[src/rtl/expr_vec_pkg.sv]
// Shared types and constants for the expression-unit vector driver:
// FSM states, MISR polynomial, LFSR taps and operand field layout.
package expr_vec_pkg;

    typedef enum logic [1:0] {
        ST_IDLE    = 2'd0,
        ST_DRIVE   = 2'd1,
        ST_CAPTURE = 2'd2,
        ST_DONE    = 2'd3
    } state_t;

    localparam logic [31:0] MISR_POLY = 32'h04C11DB7;

    // x^64 + x^63 + x^61 + x^60 + 1, expressed as zero-based bit positions
    localparam int LFSR_TAP0 = 63;
    localparam int LFSR_TAP1 = 62;
    localparam int LFSR_TAP2 = 60;
    localparam int LFSR_TAP3 = 59;

    localparam int A0_OFF = 0;   localparam int A0_W = 4;
    localparam int A1_OFF = 4;   localparam int A1_W = 5;
    localparam int A2_OFF = 9;   localparam int A2_W = 6;
    localparam int A3_OFF = 15;  localparam int A3_W = 4;
    localparam int A4_OFF = 19;  localparam int A4_W = 5;
    localparam int A5_OFF = 24;  localparam int A5_W = 6;
    localparam int B0_OFF = 30;  localparam int B0_W = 4;
    localparam int B1_OFF = 34;  localparam int B1_W = 5;
    localparam int B2_OFF = 39;  localparam int B2_W = 6;
    localparam int B3_OFF = 45;  localparam int B3_W = 4;
    localparam int B4_OFF = 49;  localparam int B4_W = 5;
    localparam int B5_OFF = 54;  localparam int B5_W = 6;

    function automatic logic [63:0] lfsr_step(input logic [63:0] s);
        return {s[62:0], s[LFSR_TAP0] ^ s[LFSR_TAP1] ^ s[LFSR_TAP2] ^ s[LFSR_TAP3]};
    endfunction

endpackage

[src/rtl/expr_vec_misr.sv]
// 32-bit signature register: folds the 90-bit response to 32 bits and
// accumulates it with a CRC-32 style shift.
module expr_vec_misr
    import expr_vec_pkg::*;
(
    input  logic        clk,
    input  logic        reset,
    input  logic        clr,
    input  logic        en,
    input  logic [89:0] y,
    output logic [31:0] sig
);

    logic [31:0] fold;
    logic [31:0] sig_next;

    always_comb begin
        fold     = y[31:0] ^ y[63:32] ^ {6'b0, y[89:64]};
        sig_next = {sig[30:0], 1'b0} ^ (sig[31] ? MISR_POLY : 32'h0) ^ fold;
    end

    always_ff @(posedge clk) begin
        if (reset || clr) begin
            sig <= 32'h0;
        end else if (en) begin
            sig <= sig_next;
        end
    end

endmodule

[src/rtl/expr_vec_driver.sv]
// Pseudo-random operand driver for an expression unit: LFSR-sourced operands,
// settle/capture sequencing and response signature. Optional golden compare
// port pair is enabled by EXPR_VEC_DRIVER_GOLDEN_EN.
module expr_vec_driver
    import expr_vec_pkg::*;
#(
    parameter int          NUM_VECTORS   = 256,
    parameter int          SETTLE_CYCLES = 1,
    parameter logic [63:0] SEED          = 64'h1
) (
    input  logic              clk,
    input  logic              reset,
    input  logic              start,
    output logic [3:0]        a0,
    output logic [4:0]        a1,
    output logic [5:0]        a2,
    output logic signed [3:0] a3,
    output logic signed [4:0] a4,
    output logic signed [5:0] a5,
    output logic [3:0]        b0,
    output logic [4:0]        b1,
    output logic [5:0]        b2,
    output logic signed [3:0] b3,
    output logic signed [4:0] b4,
    output logic signed [5:0] b5,
    input  logic [89:0]       y,
`ifdef EXPR_VEC_DRIVER_GOLDEN_EN
    input  logic [31:0]       golden_sig,
    output logic              pass,
`endif
    output logic              busy,
    output logic              done,
    output logic [31:0]       sig
);

    localparam logic [63:0] SEED_EFF    = (SEED == 64'h0) ? 64'h1 : SEED;
    localparam logic [15:0] LAST_VEC    = 16'(NUM_VECTORS - 1);
    localparam logic [3:0]  SETTLE_LAST = 4'(SETTLE_CYCLES);

    state_t      state;
    state_t      state_next;
    logic [63:0] lfsr;
    logic [15:0] vec_cnt;
    logic [3:0]  settle_cnt;
    logic        load;
    logic        capture;

    // start is a level sampled only in IDLE/DONE; it is ignored while busy
    always_ff @(posedge clk) begin
        if (reset) begin
            state <= ST_IDLE;
        end else begin
            state <= state_next;
        end
    end

    always_comb begin
        state_next = state;
        case (state)
            ST_IDLE:    if (start) state_next = ST_DRIVE;
            ST_DRIVE:   if (settle_cnt == SETTLE_LAST) state_next = ST_CAPTURE;
            ST_CAPTURE: state_next = (vec_cnt != LAST_VEC) ? ST_DRIVE : ST_DONE;
            ST_DONE:    if (start) state_next = ST_DRIVE;
            default:    state_next = ST_IDLE;
        endcase
    end

    always_comb begin
        busy    = 1'b0;
        done    = 1'b0;
        load    = 1'b0;
        capture = 1'b0;
        case (state)
            ST_IDLE:    load = start;
            ST_DRIVE:   busy = 1'b1;
            ST_CAPTURE: begin
                busy    = 1'b1;
                capture = 1'b1;
            end
            ST_DONE: begin
                done = 1'b1;
                load = start;
            end
            default: ;
        endcase
    end

    // LFSR moves only on the capture edge, so operands hold through DRIVE and CAPTURE
    always_ff @(posedge clk) begin
        if (reset) begin
            lfsr       <= 64'h0;
            vec_cnt    <= 16'h0;
            settle_cnt <= 4'h0;
        end else if (load) begin
            lfsr       <= SEED_EFF;
            vec_cnt    <= 16'h0;
            settle_cnt <= 4'h0;
        end else if (capture) begin
            lfsr       <= lfsr_step(lfsr);
            vec_cnt    <= vec_cnt + 16'd1;
            settle_cnt <= 4'h0;
        end else if (state == ST_DRIVE) begin
            settle_cnt <= settle_cnt + 4'd1;
        end
    end

    expr_vec_misr u_misr (
        .clk   (clk),
        .reset (reset),
        .clr   (load),
        .en    (capture),
        .y     (y),
        .sig   (sig)
    );

    assign a0 = lfsr[A0_OFF +: A0_W];
    assign a1 = lfsr[A1_OFF +: A1_W];
    assign a2 = lfsr[A2_OFF +: A2_W];
    assign a3 = lfsr[A3_OFF +: A3_W];
    assign a4 = lfsr[A4_OFF +: A4_W];
    assign a5 = lfsr[A5_OFF +: A5_W];
    assign b0 = lfsr[B0_OFF +: B0_W];
    assign b1 = lfsr[B1_OFF +: B1_W];
    assign b2 = lfsr[B2_OFF +: B2_W];
    assign b3 = lfsr[B3_OFF +: B3_W];
    assign b4 = lfsr[B4_OFF +: B4_W];
    assign b5 = lfsr[B5_OFF +: B5_W];

`ifdef EXPR_VEC_DRIVER_GOLDEN_EN
    assign pass = (state == ST_DONE) && (sig == golden_sig);
`endif

endmodule

[config.mk]
export PLATFORM = sky130hd
export DESIGN_NAME = expr_vec_driver
export DESIGN_NICKNAME = d
export VERILOG_FILES = /design/src/rtl/expr_vec_pkg.sv /design/src/rtl/expr_vec_misr.sv /design/src/rtl/expr_vec_driver.sv
export SDC_FILE = /design/constraint.sdc
export NUM_CORES = 1
export LEC_CHECK = 0
export BUFFER_PORTS_ARGS = -buffer_cell sky130_fd_sc_hd__buf_2
export CAP_MARGIN = 10
export CELL_PAD_IN_SITES_DETAIL_PLACEMENT = 0
export CELL_PAD_IN_SITES_GLOBAL_PLACEMENT = 1
export CORE_MARGIN = 2
export CORE_UTILIZATION = 29
export DETAILED_ROUTE_END_ITERATION = 10
export PLACE_DENSITY = 0.67
export SYNTH_ARGS = -nofsm -noshare
export SYNTH_HDL_FRONTEND = slang
export SYNTH_SLANG_ARGS = --single-unit
[constraint.sdc]
create_clock -name clk -period 2.5 [get_ports clk]
set_clock_uncertainty 0.05 [all_clocks]
set_input_delay 0.25 -clock clk [delete_from_list [all_inputs] [get_ports clk]]
set_output_delay 0.25 -clock clk [all_outputs]
set_load 0.01 [all_outputs]
==> flow_summary.toml, run 1 <==
[run_status]
status = "finished clean"

[finish]
drive_gt1_frac = 0.3181
multi_input_area_um2 = 2907
layout_commonest_cell = "buf_2"
seqCellArea_um2 = 2362
nets = 809
layout_common_cells = "buf_2, dfxtp_1, nor2_1, mux2i_1, xnor2_1"
antennaDiodeCount = 0
fill_cells = 2061
area_delta_synth_final_pct = 23.16

[critical_path]
worstSetupPathType = "reg -> reg"
startpoint_type = "register"
timing.critical_path.buf_inv = 2
crit_fanout = 52
required_ps = 2740
cp_slowest_cell = "nand2b_4"
cpPeakStageDelay_ps = 380
cp_cell_sequence = "inv_1, ha_4, nand2_1, nand2b_4, buf_12, nor2_1"
cp-end-kind = "register"
cp.arrival_ps = 2050
cp_top_family = "simple AND/OR/NAND/NOR gates"

[clock_tree]
cts-hold-fix-buffers = 0
clkSinkCount = 118
clockBufferDepth = 2
post_cts_buffers = 0
cts_resized = 0
clk_pin_slew_ps = 50
cts_root_buffer = "clkbuf_16"
cts_tree = "yes"
insertion_delay_ps = 410
cts_made_buffers = 17
htree_levels = 4

[placed_design]
hpwlAfterDp_mm = 8.697
place.port_buffers = 186
pre_cts_slack_ps = 638.8
gp_congestion = 0.6971

[global_route]
grt_max_degree = 98
antenna_found_initial = 0
grt_pass1_vias = 3907
grt.total_usage = 0.1162
grt_pass1_wl_mm = 20.05
grt_overflow = 0

[pwr]
comb_power_share = 0.283
p_leak_uw = 0.003032
internal_power_uw = 4395
net-switching-power_uw = 1930
seq_power_share = 0.339
powerDensity_nw_per_um2 = 877.8
peakVddDrop_mv = 0.3659
switching_share = 0.3051
p_clk_frac = 0.378

[floorplanning]
dieWidth_um = 146.0
initial_core_util = 0.2977
die_area_um2 = 21330
pin_count = 187
dieHeight_um = 146.0
placementRows = 51
core_um2 = 19650

[timing]
rsz0062_at_grt = "no"
hold_violations = 0
setup_tns_ps = 0
finalSetupViolations = 0
worst_slack_ps = 695.5
relSlewSlack = 0.6018
worst_slew_pin_slew_ps = 597.3
slew_violations = 0
period_share = 0.7218
post-route-min-period_ps = 1805
fmax_mhz = 554.2

[routing]
via_count = 4098
drc = 0
viasPerCell = 4.148
drt_first_pass_iters = 4
drt_iter0_drc = 159
ant_nets = 0
wl_per_cell_um = 12.37
wirelength_mm = 12.22

[synthesis]
yosysTopAreaCell = "dfxtp_1"
yosysUniqueCellTypes = 37
syn-num-nets = 686
async_reset_ff_frac = 0
synth_area_leaders = "dfxtp_1, mux2i_1, xnor2_1"
synth_warnings = 0
synth_edf_count = 0
yosysTopAreaCellShare = 0.4038
synth_seq_cells = 118
syn-cell-area_um2 = 5851
yosysSeqAreaShare = 0.4038
syn_area_per_cell_um2 = 9.967
syn_inst = 587
ys.flop_type = "dfxtp_1"

[job]
maxCapViolCount = 0

[worst_hold_path]
hold_class = "in -> reg"
final cells by class:
cell class                      count  share of cell area
Clock buffer                       20             0.06338
Clock inverter                     12             0.01789
Inverter                            5            0.002605
Multi-Input combinational cell    376              0.4034
Sequential cell                   118              0.3278
Tap cell                          265             0.04601
Timing Repair Buffer              192              0.1389
synthesized netlist by cell type, drive strengths merged (2+ instances only):
library cell and number:
dfxtp 118, nor2 110, mux2i 82, buf 80, xnor2 74, xor2 20, a211oi 16, xnor3 12
nand2 11, a21oi 9, clkbuf 8, ha 6, inv 5, nor3 5, nand4 4, nor4 4
nand3 3, o21ai 3, or3 3, a31o 2, or3b 2
cell families after synthesis:
family                     synth area share
adders and majority gates           0.01283
muxes                                0.1403
buffers and inverters                0.1029
AOI/OAI and AO/OA                   0.04192
xor gates and xnor gates             0.1869
and+or+nand+nor                      0.1114
DFF                                  0.4038
worst paths after layout:
kind	startpoint	to	slack (ps)	depth (start not counted)
worst min-delay path	reset	state[1]$_SDFFE_PP0P_	30	2
worst max register to register	state[0]$_SDFFE_PP0P_	lfsr[10]$_SDFFE_PP0P_	700	6
worst max-delay path	state[0]$_SDFFE_PP0P_	lfsr[10]$_SDFFE_PP0P_	700	6
worst min register to register	vec_cnt[15]$_SDFFE_PP0P_	vec_cnt[15]$_SDFFE_PP0P_	430	2
per-stage QoR:
stage	area, um^2	hold WS, ps	power (uW)	utilization	instances
5_1_grt	7206	15.94	6690	0.3666	988
4_1_cts	7206	6.878	6450	0.3666	988
6_report	7206	29.75	6325	0.3666	988
3_5_place_dp	6620	427.7	4013	0.3368	956
3_3_place_gp	6620	426.8	4000	0.3368	956
2_1_floorplan	5851	264.6	3527	-	587
power by group through the flow:
stage	combinational, uW	clock, uW	sequential, uW
2_1_floorplan	1330	0	2200
3_3_place_gp	1810	0	2190
3_5_place_dp	1830	0	2180
4_1_cts	1830	2470	2150
5_1_grt	1970	2560	2160
6_report	1790	2390	2140
layer usage:
| metal | track usage | up-vias | routed length (um) |
|---|---|---|---|
| li1 | - | 2141 | - |
| met1 | 0.1525 | 1831 | 5902 |
| met2 | 0.1797 | 114 | 5502 |
| met3 | 0.03469 | 12 | 618 |
| met4 | 0.04563 | 0 | 193 |
| met5 | 0 | - | 0 |
sequential cells by signal (all words and copies together), names as in the netlist:
signal      cells
state           2
vec_cnt        16
lfsr           64
u_misr.sig     32
settle_cnt      4
No activity file was read; power rests on OpenSTA's default activity.
==> run 2: changes to the inputs <==
clock period = 1.8 ns   (was 2.5 ns; I/O delays follow)
==> run 2 against run 1 <==
Global-route usage is 0.090 points higher; final area is 1.6% higher; hold slack better by 51 ps; fmax is 11% higher; die area stayed put; utilization is 0.59 points higher; sequential power is 39% higher; cell count is 1.0% higher; worst setup slack worse by 520 ps; critical path depth stayed put; combinational power is 47% higher; sequential cell count stayed put.
==> flow_summary.toml, run 2 (synthesis gave the netlist of run 1 again) <==
[pwr]
finalPower_uw = 8851
p_leak_uw = 0.003113
powerDensity_nw_per_um2 = 1209
peakVddDrop_mv = 0.5440

[global_route]
grt_max_degree = 42
grt_pass1_wl_mm = 20.07
antenna_found_initial = 0
grt_pass1_vias = 3966
grt.total_usage = 0.1171
grt_overflow = 0

[routing]
drt_iter0_drc = 160
via_count = 4132
ant_nets = 0
wl_per_cell_um = 12.47
viasPerCell = 4.140
drt_first_pass_iters = 4
drc = 0
wirelength_mm = 12.45

[finish]
largest_register_ffs = 64
layout_common_cells = "buf_2, dfxtp_1, nor2_1, mux2i_1, xnor2_1"
fin_util = 0.3725
stdcell_count = 998
nets = 822
largest-register = "lfsr"
reg_top3 = "lfsr: 64 flops, u_misr.sig: 32 flops, vec_cnt: 16 flops"
drive_gt1_frac = 0.3247
area_delta_synth_final_pct = 25.13
antennaDiodeCount = 0
stdcell_area_um2 = 7321
layout_commonest_cell = "buf_2"

[timing]
relSlewSlack = 0.7129
finalSetupViolations = 0
period_share = 0.9003
worst_slew_pin_slew_ps = 426.7
rsz0062_at_grt = "no"
post-route-min-period_ps = 1620
fmax_mhz = 617.1
setup_tns_ps = 0
hold_violations = 0
slew_violations = 0

[critical_path]
rr_endpoint = "u_misr.sig[30]$_SDFFE_PP0P_"
worstReg2RegStart = "state[0]$_SDFFE_PP0P_"
worstSetupPathType = "reg -> reg"
crit_fanout = 16
reg2reg_slack_ps = 180
cp.arrival_ps = 1860
reg2reg_depth = 6
cp-end-kind = "register"
startpoint_type = "register"
required_ps = 2040

[clock_tree]
post_cts_buffers = 0
cts_root_buffer = "clkbuf_16"
clockBufferDepth = 2
cts-hold-fix-buffers = 1
cts_made_buffers = 17
clkSinkCount = 118
htree_levels = 4
cts_tree = "yes"
insertion_delay_ps = 410
clk_pin_slew_ps = 50
cts_resized = 0

[worst_hold_path]
min_from = "start"
hold_path_end = "lfsr[0]$_SDFFE_PP0P_"
hold_class = "in -> reg"
holdPathStages = 3

[floorplanning]
pin_count = 187
dieHeight_um = 146.0
die_area_um2 = 21330
core_um2 = 19650
placementRows = 51
initial_core_util = 0.2977
dieWidth_um = 146.0

[placed_design]
hpwlAfterDp_mm = 9.041
dp_cells = 968
place_area_um2 = 6748
gp_congestion = 0.7050
place.port_buffers = 186

[run_status]
status = "finished clean"

[job]
maxCapViolCount = 0
run 2: cell types whose count changed in the layout (fill, tap and decap cells not counted), sizes merged:
cell	before	now
clkbuf	20	21
buf	192	204
clkinvlp	6	2
dlygate4sd3	0	1
run 2: power by group:
group          internal [uW]  switching (uW)  leakage [uW]
registers               2790             177      0.000953
logic                   1310            1320       0.00189
clock network           2080            1170      0.000271
run 2: area by class of cell:
cell class              instances  area, um^2
well taps                     265       331.6
clock inverters                 8       102.6
flip-flops and latches        118        2362
fillers                      2067       12330
clock buffers                  21       460.4
repair buffers                205        1139
multi-input cells             376        2907
inverters                       5       18.77
run 2: stage by stage:
step | hold slack [ps] | setup WS (ps)
2_1_floorplan | 194.6 | 55.49
3_3_place_gp | 377.8 | 211.1
3_5_place_dp | 382.2 | 181.5
4_1_cts | 62.20 | 163.7
5_1_grt | 85.78 | 44.15
6_report | 80.37 | 179.5
run 2: worst max-delay path: stages, from the launching register on:
cell and delay, ps:
dfxtp_1 390, inv_1 100, ha_4 290, nand2_1 100
nand2b_4 230, buf_4 270, nor2_1 70
run 2: per-layer routing:
| metal | routed length (um) | up-vias | track usage | share of wire |
|---|---|---|---|---|
| met1 | 5818 | 1846 | 0.1459 | 0.47 |
| met2 | 5730 | 116 | 0.1882 | 0.46 |
| li1 | - | 2159 | - | - |
| met4 | 153 | 0 | 0.04515 | 0.012 |
| met3 | 746 | 11 | 0.03875 | 0.060 |
| met5 | 0 | - | 0 | 0 |
run 2: how the worst max path moves through the flow:
stage	start	endpoint	slack [ps]	cells after the start
after detailed placement	state[0]$_SDFFE_PP0P_	u_misr.sig[14]$_SDFFE_PP0P_	180	6
after CTS	state[0]$_SDFFE_PP0P_	u_misr.sig[30]$_SDFFE_PP0P_	160	6
after floorplan	state[0]$_SDFFE_PP0P_	lfsr[19]$_SDFFE_PP0P_	60	8
after global placement	state[0]$_SDFFE_PP0P_	vec_cnt[6]$_SDFFE_PP0P_	210	7
after global routing	state[0]$_SDFFE_PP0P_	vec_cnt[15]$_SDFFE_PP0P_	40	6
final	state[0]$_SDFFE_PP0P_	u_misr.sig[30]$_SDFFE_PP0P_	180	6
==> run 3: changes to the inputs <==
PLACE_DENSITY = 0.66   (was 0.67)
==> run 3 against run 2 <==
Count of clock-buffer cells in the layout is 2 lower; global-route usage is 0.11 points higher; worst setup slack worse by 15 ps; critical endpoint is now vec_cnt[6]$_SDFFE_PP0P_.
==> flow_summary.toml, run 3 (synthesis gave the netlist of run 1 again) <==
[clock_tree]
cts_root_buffer = "clkbuf_16"
clockBufferDepth = 2
clkSinkCount = 118
clk_pin_slew_ps = 60
htree_levels = 4
cts_made_buffers = 17
insertion_delay_ps = 410
cts_tree = "yes"

[global_route]
grt_max_degree = 50
grt_overflow = 0
grt_pass1_vias = 4048
antenna_found_initial = 0
grt.total_usage = 0.1182
grt_pass1_wl_mm = 20.36

[finish]
layout_common_cells = "buf_2, dfxtp_1, nor2_1, mux2i_1, xnor2_1"
layout_commonest_cell = "buf_2"
largest_register_ffs = 64
antennaDiodeCount = 0
drive_gt1_frac = 0.3260
reg_top3 = "lfsr: 64 flops, u_misr.sig: 32 flops, vec_cnt: 16 flops"
largest-register = "lfsr"
area_delta_synth_final_pct = 25.09
nets = 816

[critical_path]
cp_cell_sequence = "inv_1, ha_4, buf_4, and3_1, nand4_1, xor2_1, nor2_1"
crit_fanout = 18
worstSetupPathType = "reg -> reg"
cp-startpoint = "state[0]$_SDFFE_PP0P_"
startpoint_type = "register"
worstReg2RegStart = "state[0]$_SDFFE_PP0P_"
cp_slowest_cell = "dfxtp_1"
cp-end-kind = "register"
reg2reg_slack_ps = 160
cpPeakStageDelay_ps = 340
required_ps = 2050
crit_path_end = "vec_cnt[6]$_SDFFE_PP0P_"
reg2reg_depth = 7
rr_endpoint = "vec_cnt[6]$_SDFFE_PP0P_"
cp.arrival_ps = 1890

[timing]
fmax_mhz = 611.4
post-route-min-period_ps = 1636
finalSetupViolations = 0
period_share = 0.9086
hold_violations = 0
worst_slew_pin_slew_ps = 489.8
slew_violations = 0
rsz0062_at_grt = "no"
setup_tns_ps = 0
relSlewSlack = 0.6735

[placed_design]
place.port_buffers = 186
gp_congestion = 0.7346
hpwlAfterDp_mm = 8.951

[floorplanning]
pin_count = 187
die_area_um2 = 21330
dieHeight_um = 146.0
initial_core_util = 0.2977
core_um2 = 19650
placementRows = 51
dieWidth_um = 146.0

[routing]
drt_first_pass_iters = 6
wirelength_mm = 12.30
drc = 0
via_count = 4141
drt_iter0_drc = 178
wl_per_cell_um = 12.37
viasPerCell = 4.162
ant_nets = 0

[worst_hold_path]
holdPathStages = 3
hold_class = "in -> reg"

[job]
maxCapViolCount = 0

[run_status]
status = "finished clean"

[pwr]
p_leak_uw = 0.003091
powerDensity_nw_per_um2 = 1223
finalPower_uw = 8952
peakVddDrop_mv = 0.5347
-- run 3: changes by cell type in the layout (fill, tap and decap cells not counted), moves of 2 or more --
| cell | before | now |
|---|---|---|
| buf_4 | 13 | 7 |
| clkbuf_1 | 2 | 0 |
| clkinv_4 | 2 | 4 |
| clkinvlp_4 | 2 | 4 |
| inv_6 | 0 | 2 |
-- run 3: how the worst min path moves through the flow --
stage	start	endpoint	slack [ps]
CTS	start	lfsr[0]$_SDFFE_PP0P_	60
detailed placement	reset	state[1]$_SDFFE_PP0P_	380
global placement	reset	state[1]$_SDFFE_PP0P_	370
global route	start	lfsr[0]$_SDFFE_PP0P_	100
finish	start	lfsr[0]$_SDFFE_PP0P_	80
floorplan	reset	state[1]$_SDFFE_PP0P_	190
-- run 3: repair_timing --
action                                  CTS  global route
endpoints found under the hold margin     3             0
endpoints found under the setup margin    0             1
hold buffers                              1             0
setup buffers                             0             0
gates resized for setup                   0             1
-- run 3: power breakdown --
group          switching [uW]  internal (uW)
sequential                183           2790
clock                    1280           2120
combinational            1300           1280
total                    2760           6190
-- run 3: stage by stage --
stage,utilization,std cells,hold slack (ps),cell area (um^2),setup slack [ps]
floorplan,-,587,194.6,5851,55.49
global placement,0.3410,962,368.9,6703,157.2
detailed placement,0.3410,962,375.5,6703,121.6
CTS,0.3721,995,57.21,7313,99.79
global route,0.3724,995,95.97,7318,13.84
finish,0.3724,995,80.81,7318,164.5
-- run 3: cell type report --
| class | count | area [um^2] |
|---|---|---|
| timing repair buffer | 199 | 1094 |
| clock buffer | 19 | 452.9 |
| multi-input combinational | 376 | 2912 |
| clock inverter | 13 | 147.6 |
| sequential | 118 | 2362 |
| fill | 2036 | 12340 |
| tap | 265 | 331.6 |
| inverter | 5 | 18.77 |
-- run 3: routing by layer --
layer / track usage / wire [um]
met4: 0.05485 / 320
met3: 0.03219 / 647
met1: 0.1511 / 5738
met5: 0 / 0
met2: 0.1861 / 5597
-- run 3: critical path, delay by kind of cell (launching register included) --
family,cells,cell delay [ps]
xor+xnor,1,150
fa+ha+maj,1,190
buf+inv,2,400
flops,1,340
simple gates,3,390
